[config.mk]
export PLATFORM = sky130hd
export DESIGN_NAME = kl8e_uart_ctl
export DESIGN_NICKNAME = d
export VERILOG_FILES = /design/src/rtl/kl8e_pkg.sv /design/src/rtl/kl8e_req_timer.sv /design/src/rtl/kl8e_uart_ctl.sv
export SDC_FILE = /design/constraint.sdc
export NUM_CORES = 1
export LEC_CHECK = 0
export BUFFER_PORTS_ARGS = -buffer_cell sky130_fd_sc_hd__buf_2
export CAP_MARGIN = 20
export CORE_MARGIN = 3
export CORE_UTILIZATION = 50
export CTS_BUF_LIST = sky130_fd_sc_hd__clkbuf_4 sky130_fd_sc_hd__clkbuf_8 sky130_fd_sc_hd__clkbuf_16
export DETAILED_ROUTE_END_ITERATION = 10
export PLACE_DENSITY = 0.79
export SLEW_MARGIN = 20
export SYNTH_ARGS = -nofsm -noshare
export SYNTH_HDL_FRONTEND = slang
export SYNTH_SLANG_ARGS = --single-unit
[constraint.sdc]
create_clock -name clk -period 1.9 [get_ports clk]
set_clock_uncertainty 0.05 [all_clocks]
set_input_delay 0.38 -clock clk [delete_from_list [all_inputs] [get_ports clk]]
set_output_delay 0.38 -clock clk [all_outputs]
set_load 0.01 [all_outputs]
[src/rtl/kl8e_pkg.sv]
// kl8e console UART controller: shared state encodings, debug struct and
// timeout-counter helpers. Used by kl8e_req_timer and kl8e_uart_ctl.
package kl8e_pkg;

  localparam int TIMEOUT_W = 8;

  typedef enum logic [1:0] {
    T_IDLE  = 2'd0,
    T_REQ   = 2'd1,
    T_GUARD = 2'd2,
    T_BUSY  = 2'd3
  } tx_state_e;

  typedef enum logic [1:0] {
    R_IDLE = 2'd0,
    R_REQ  = 2'd1,
    R_CAP  = 2'd2
  } rx_state_e;

  // Both FSM states, exported by the top level for observation.
  typedef struct packed {
    tx_state_e tx;
    rx_state_e rx;
  } dbg_state_t;

  // Saturating increment for the timeout counters.
  function automatic logic [TIMEOUT_W-1:0] sat_inc(input logic [TIMEOUT_W-1:0] v);
    return (v == {TIMEOUT_W{1'b1}}) ? v : v + 1'b1;
  endfunction

endpackage

[src/rtl/kl8e_req_timer.sv]
// kl8e_req_timer: saturating request-timeout counter. Counts while run_i is
// high and is held at zero otherwise, so every entry into a request state
// starts from zero. expired_o rises in the LIMIT-th cycle of a request, which
// makes the request last exactly LIMIT cycles when no ack arrives.
// LIMIT = 0 disables the timeout.
module kl8e_req_timer
  import kl8e_pkg::*;
#(
  parameter int unsigned LIMIT = 255
) (
  input  logic clk,
  input  logic reset,
  input  logic run_i,
  output logic expired_o
);

  localparam logic [TIMEOUT_W-1:0] LAST = TIMEOUT_W'(LIMIT - 1);

  logic [TIMEOUT_W-1:0] cnt_q, cnt_d;

  // Next count: advance while the request is pending, zero otherwise.
  always_comb begin
    cnt_d = '0;
    if (run_i) cnt_d = sat_inc(cnt_q);
  end

  // Counter register.
  always_ff @(posedge clk or posedge reset) begin
    if (reset) cnt_q <= '0;
    else       cnt_q <= cnt_d;
  end

  assign expired_o = run_i && (LIMIT != 0) && (cnt_q >= LAST);

endmodule

[src/rtl/kl8e_uart_ctl.sv]
// kl8e_uart_ctl: processor-side controller for the console UART req/ack
// interface. TX FSM moves TTO bytes to the UART, RX FSM moves UART bytes into
// the TTI buffer. Optional interrupt-enable register under `KL8E_IRQ_EN.
//
// Handshake: this block is the initiator. A request (tx_req / rx_req) is a
// level held high while the FSM sits in its REQ state; the UART answers with
// a one-cycle ack pulse, which ends the request on the next clock edge. If no
// ack arrives within ACK_TIMEOUT cycles the request is dropped and ack_err is
// set. rx_data is sampled in the cycle after rx_ack.
module kl8e_uart_ctl
  import kl8e_pkg::*;
#(
  parameter int unsigned ACK_TIMEOUT = 255,
  parameter int unsigned TX_GUARD    = 1
) (
  input  logic       clk,
  input  logic       reset,
`ifdef KL8E_IRQ_EN
  input  logic       ie_set,
  input  logic       ie_clr,
`endif
  input  logic       tto_load,
  input  logic [7:0] tto_data,
  input  logic       tto_flag_clr,
  output logic       tto_flag,
  input  logic       tti_flag_clr,
  output logic       tti_flag,
  output logic [7:0] tti_data,
  output logic       ack_err,
  output logic       irq,
  output logic       tx_req,
  output logic [7:0] tx_data,
  input  logic       tx_ack,
  input  logic       tx_empty,
  output logic       rx_req,
  input  logic       rx_ack,
  input  logic       rx_empty,
  input  logic [7:0] rx_data,
  output dbg_state_t dbg_state
);

  // Last cycle index of the guard window (only used when TX_GUARD > 0).
  localparam logic [7:0] GUARD_LAST = 8'(TX_GUARD - 1);

  tx_state_e  tx_state_q, tx_state_d;
  logic [7:0] tx_data_q, tx_data_d;
  logic       tto_flag_q, tto_flag_d;
  logic [7:0] guard_q, guard_d;

  rx_state_e  rx_state_q, rx_state_d;
  logic [7:0] tti_data_q, tti_data_d;
  logic       tti_flag_q, tti_flag_d;

  logic       ack_err_q, ack_err_d;
  logic       tx_timeout, rx_timeout;
  logic       tx_err, rx_err;

  kl8e_req_timer #(.LIMIT(ACK_TIMEOUT)) u_tx_timer (
    .clk       (clk),
    .reset     (reset),
    .run_i     (tx_state_q == T_REQ),
    .expired_o (tx_timeout)
  );

  kl8e_req_timer #(.LIMIT(ACK_TIMEOUT)) u_rx_timer (
    .clk       (clk),
    .reset     (reset),
    .run_i     (rx_state_q == R_REQ),
    .expired_o (rx_timeout)
  );

  // TX next state: load, request, guard against the stale tx_empty, drain.
  always_comb begin
    tx_state_d = tx_state_q;
    tx_data_d  = tx_data_q;
    tto_flag_d = tto_flag_q;
    guard_d    = guard_q;
    tx_err     = 1'b0;
    // Clear first so that any set below wins over a same-cycle clear.
    if (tto_flag_clr) tto_flag_d = 1'b0;
    case (tx_state_q)
      T_IDLE: begin
        if (tto_load) begin
          tx_data_d  = tto_data;
          tto_flag_d = 1'b0;
          tx_state_d = T_REQ;
        end
      end
      T_REQ: begin
        if (tx_ack) begin
          guard_d    = '0;
          tx_state_d = (TX_GUARD == 0) ? T_BUSY : T_GUARD;
        end else if (tx_timeout) begin
          tx_err     = 1'b1;
          tto_flag_d = 1'b1;
          tx_state_d = T_IDLE;
        end
      end
      T_GUARD: begin
        if (guard_q == GUARD_LAST) tx_state_d = T_BUSY;
        else                       guard_d    = guard_q + 8'd1;
      end
      T_BUSY: begin
        if (tx_empty) begin
          tto_flag_d = 1'b1;
          tx_state_d = T_IDLE;
        end
      end
      default: tx_state_d = T_IDLE;
    endcase
  end

  // TX registers.
  always_ff @(posedge clk or posedge reset) begin
    if (reset) begin
      tx_state_q <= T_IDLE;
      tx_data_q  <= '0;
      tto_flag_q <= 1'b0;
      guard_q    <= '0;
    end else begin
      tx_state_q <= tx_state_d;
      tx_data_q  <= tx_data_d;
      tto_flag_q <= tto_flag_d;
      guard_q    <= guard_d;
    end
  end

  // RX next state: request only while the TTI buffer is free, then capture.
  always_comb begin
    rx_state_d = rx_state_q;
    tti_data_d = tti_data_q;
    tti_flag_d = tti_flag_q;
    rx_err     = 1'b0;
    // Clear first so that a capture in the same cycle wins.
    if (tti_flag_clr) tti_flag_d = 1'b0;
    case (rx_state_q)
      R_IDLE: begin
        if (!rx_empty && !tti_flag_q) rx_state_d = R_REQ;
      end
      R_REQ: begin
        if (rx_ack) begin
          rx_state_d = R_CAP;
        end else if (rx_timeout) begin
          rx_err     = 1'b1;
          rx_state_d = R_IDLE;
        end
      end
      R_CAP: begin
        tti_data_d = rx_data;
        tti_flag_d = 1'b1;
        rx_state_d = R_IDLE;
      end
      default: rx_state_d = R_IDLE;
    endcase
  end

  // RX registers.
  always_ff @(posedge clk or posedge reset) begin
    if (reset) begin
      rx_state_q <= R_IDLE;
      tti_data_q <= '0;
      tti_flag_q <= 1'b0;
    end else begin
      rx_state_q <= rx_state_d;
      tti_data_q <= tti_data_d;
      tti_flag_q <= tti_flag_d;
    end
  end

  assign ack_err_d = ack_err_q | tx_err | rx_err;

  // Sticky timeout error, cleared only by reset.
  always_ff @(posedge clk or posedge reset) begin
    if (reset) ack_err_q <= 1'b0;
    else       ack_err_q <= ack_err_d;
  end

`ifdef KL8E_IRQ_EN
  logic ie_q, ie_d;

  // Interrupt enable: clear has priority over set.
  always_comb begin
    ie_d = ie_q;
    if (ie_clr)      ie_d = 1'b0;
    else if (ie_set) ie_d = 1'b1;
  end

  // Interrupt-enable register, enabled out of reset.
  always_ff @(posedge clk or posedge reset) begin
    if (reset) ie_q <= 1'b1;
    else       ie_q <= ie_d;
  end

  assign irq = ie_q & (tto_flag_q | tti_flag_q);
`else
  assign irq = tto_flag_q | tti_flag_q;
`endif

  assign tx_req       = (tx_state_q == T_REQ);
  assign rx_req       = (rx_state_q == R_REQ);
  assign tx_data      = tx_data_q;
  assign tto_flag     = tto_flag_q;
  assign tti_data     = tti_data_q;
  assign tti_flag     = tti_flag_q;
  assign ack_err      = ack_err_q;
  assign dbg_state.tx = tx_state_q;
  assign dbg_state.rx = rx_state_q;

endmodule

==> results.yml <==
die:
  die_w_um: 72.6
  die_h_um: 72.6
  dieArea_sq_mm: 0.00526
  rows: 23
  design.portCount: 51
  core_region_area_sq_mm: 0.00414
  start_util: 0.534
timing:
  post-route-min-period_ns: 1.85
  finalMaxSlewViolations: 0
  min_period_over_period: 0.976
  max-slew-margin-rel: 0.725
  whs_ns: -0.00146
  grt_setup_unrepaired: "true"
  setup_viol: 0
  finalHoldViolations: 5
  worst_slew_pin_slew_ns: 0.412
  max_freq_mhz: 539
clock_tree:
  ctsHtreeMaxLevel: 2
  cts_buffers: 5
  cts_tree: "yes"
  cts_sinks: 47
  insertion_delay_ns: 0.29
  cts.clk_slew.worst_paths_ns: 0.09
  ctsRootBufferMaster: "clkbuf_8"
  clock_path_buffers: 2
logic_synthesis:
  synth.avg_cell_area_sq_um: 10.9
  yosysSeqAreaShare: 0.531
  netlist_instances: 203
  synth_compound_area_frac: 0.131
  synth.area.top_cells: "dfrtp_1, mux2_2, ha_1"
  yosysTopAreaCellShare: 0.531
  ys_warn_count: 0
  synth-edff-count: 0
  synth.ff_latch_count: 47
  yosys.area_share.simple: 0.167
  synth_area_sq_mm: 0.00221
  ys.flop_type: "dfrtp_1"
  yosys.area.top_type: "dfrtp_1"
  synth_xor_area_frac: 0.0277
  syn-num-nets: 234
  synth.distinct_cells: 39
  muxShareOfSynthArea: 0.0814
  yosysMostFrequentCell: "dfrtp_1"
  synth_common_cells: "dfrtp_1, nor2_1, mux2_2, inv_1"
  async_reset_ff_frac: 1.00
  synth_top_family_by_area: "simple AND/OR/NAND/NOR gates"
  synth_fa_ha_area_frac: 0.0339
routing:
  drt_wl_total_um: 4480
  dr.pass1.iters: 4
  vias: 1713
  vias_per_cell: 5.47
  wire_per_inst_um: 14.3
  dr.first_iter.drc_count: 127
  ant_nets: 0
  drc: 0
final_layout:
  area_delta_synth_final_pct: 22.3
  finalNetCount: 293
  drive_above_1_share: 0.335
  antenna_cells: 0
  finish.instance_area_sq_mm: 0.00271
  final_cells: 313
worst_setup_path:
  startpoint_type: "register"
  worst_path_dominant_cell_family: "compound AO/OA/AOI/OAI gates"
  cpPeakStageDelay_ns: 0.47
  critPathKind: "register to register"
  crit_path_end_kind: "register"
  cp_num_buf_inv: 1
  cp_max_fo: 6
  crit_path_cell_trace: "inv_1 -> ha_1 -> or4b_4 -> o41ai_4 -> o31ai_1 -> a21oi_1"
  r2r_start: "guard_q[1]"
  crit_required_ns: 2.07
  slowest_stage: "or4b_4"
  crit_start: "guard_q[1]"
  worstPathArrival_ns: 2.02
global_routing:
  grt_pass1_wl_um: 7990
  grtUsageTotal: 0.192
  grt_max_degree: 31
  antenna_found_initial: 0
  grt_pass1_vias: 1795
  grt_overflow: 0
status:
  outcome: "finished with violations"
  violations: "hold timing"
power_and_ir_drop:
  peakVddDrop_uv: 762
  p_per_area_mw_per_mm2: 1320
  leakagePower_nw: 1.30
  finalPower_mw: 3.58
placement:
  place.gp.congestion: 0.826
  portBuffers: 50
  dp.cells: 304
  dp_hpwl_um: 3270
  placed_cell_area_sq_mm: 0.00256
job:
  drv_cap: 0
worst_hold_path:
  hold_class: "input pin to asynchronous set/reset pin"
worst reg2reg max path, stage by stage (launching register included):
cell,delay (ns)
dfrtp_1,0.41
inv_1,0.07
ha_1,0.14
or4b_4,0.47
o41ai_4,0.36
o31ai_1,0.13
a21oi_1,0.15
cell type report:
type,instances,area (sq um)
clock buffer,5,68.8
clock inverter,3,67.6
fill,360,1440
inverter,12,45.0
multi-input combinational,140,978
sequential,47,1180
tap,50,62.6
timing repair buffer,56,308
through the flow:
stage                     setup TNS, ns  utilization  setup slack, ns
after global placement                0        0.618            0.138
after CTS                             0        0.651           0.0215
after global routing            -0.0967        0.654          -0.0589
after floorplan                       0            -            0.203
after detailed placement              0        0.618           0.0412
final                                 0        0.654           0.0452
cell usage in the layout, fill, tap and decap left out, types with 4 or more instances in the layout:
cell type / instances
nand3_1: 6
clkbuf_8: 5
a211oi_1: 5
nor2b_1: 4
or3_1: 4
mux2_2: 16
buf_4: 5
and3_1: 5
nor2_1: 19
dfrtp_1: 45
inv_1: 11
buf_2: 50
nand2_1: 10
xnor2_1: 4
o21ai_0: 8
nand4_1: 4
a31oi_1: 5
ha_1: 6
a21oi_1: 10
what timing repair did:
| item | CTS | global route |
|---|---|---|
| setup buffers | 0 | 1 |
| resized for setup | 1 | 2 |
| hold endpoints to repair | 0 | 0 |
| setup endpoints to repair | 1 | 3 |
| pin swaps | 0 | 0 |
| hold buffers | 0 | 0 |
per-layer routing:
metal,wire (um),up-vias,global-route usage
li1,-,848,-
met1,1970,825,0.243
met2,2230,35,0.318
met3,230,5,0.0416
met4,53,0,0.0840
met5,0,-,0
registers in the layout (all words and copies together), names as in the netlist, named ones only:
name              cells
guard_q               8
tti_data              8
tx_data               8
u_rx_timer.cnt_q      8
u_tx_timer.cnt_q      8
rx_state_q            2
ack_err               1
tti_flag              1
tto_flag              1
tx_state_q            1
kinds of logic (layout without fill, tap and decap cells):
kind of cell / after synthesis / after routing
adder cells (fa/ha/maj): 6 / 6
AND/OR/NAND/NOR: 69 / 69
AO/OA/AOI/OAI: 42 / 42
flip-flops: 47 / 47
XOR/XNOR: 7 / 7
multiplexers: 16 / 16
buffers and inverters: 16 / 76
power by group:
group | switching [mW] | total, mW | internal [mW]
combinational | 0.602 | 1.18 | 0.583
sequential | 0.241 | 1.52 | 1.28
clock | 0.343 | 0.867 | 0.525
total | 1.19 | 3.58 | 2.39
final timing paths:
path / to / slack, ns / cells after the start
setup / recovery: tx_state_q[0] / 0.05 / 6
hold / removal: tti_data[4] / -0.001 / 2
setup reg to reg: tx_state_q[0] / 0.05 / 6
hold reg to reg: rx_state_q[0] / 0.41 / 1
max in group asynchronous: tx_state_q[0] / 1.30 / 3
min in group clk: tti_data[2] / 0.26 / 2
Note: power is estimated with default switching activity, not from simulation.
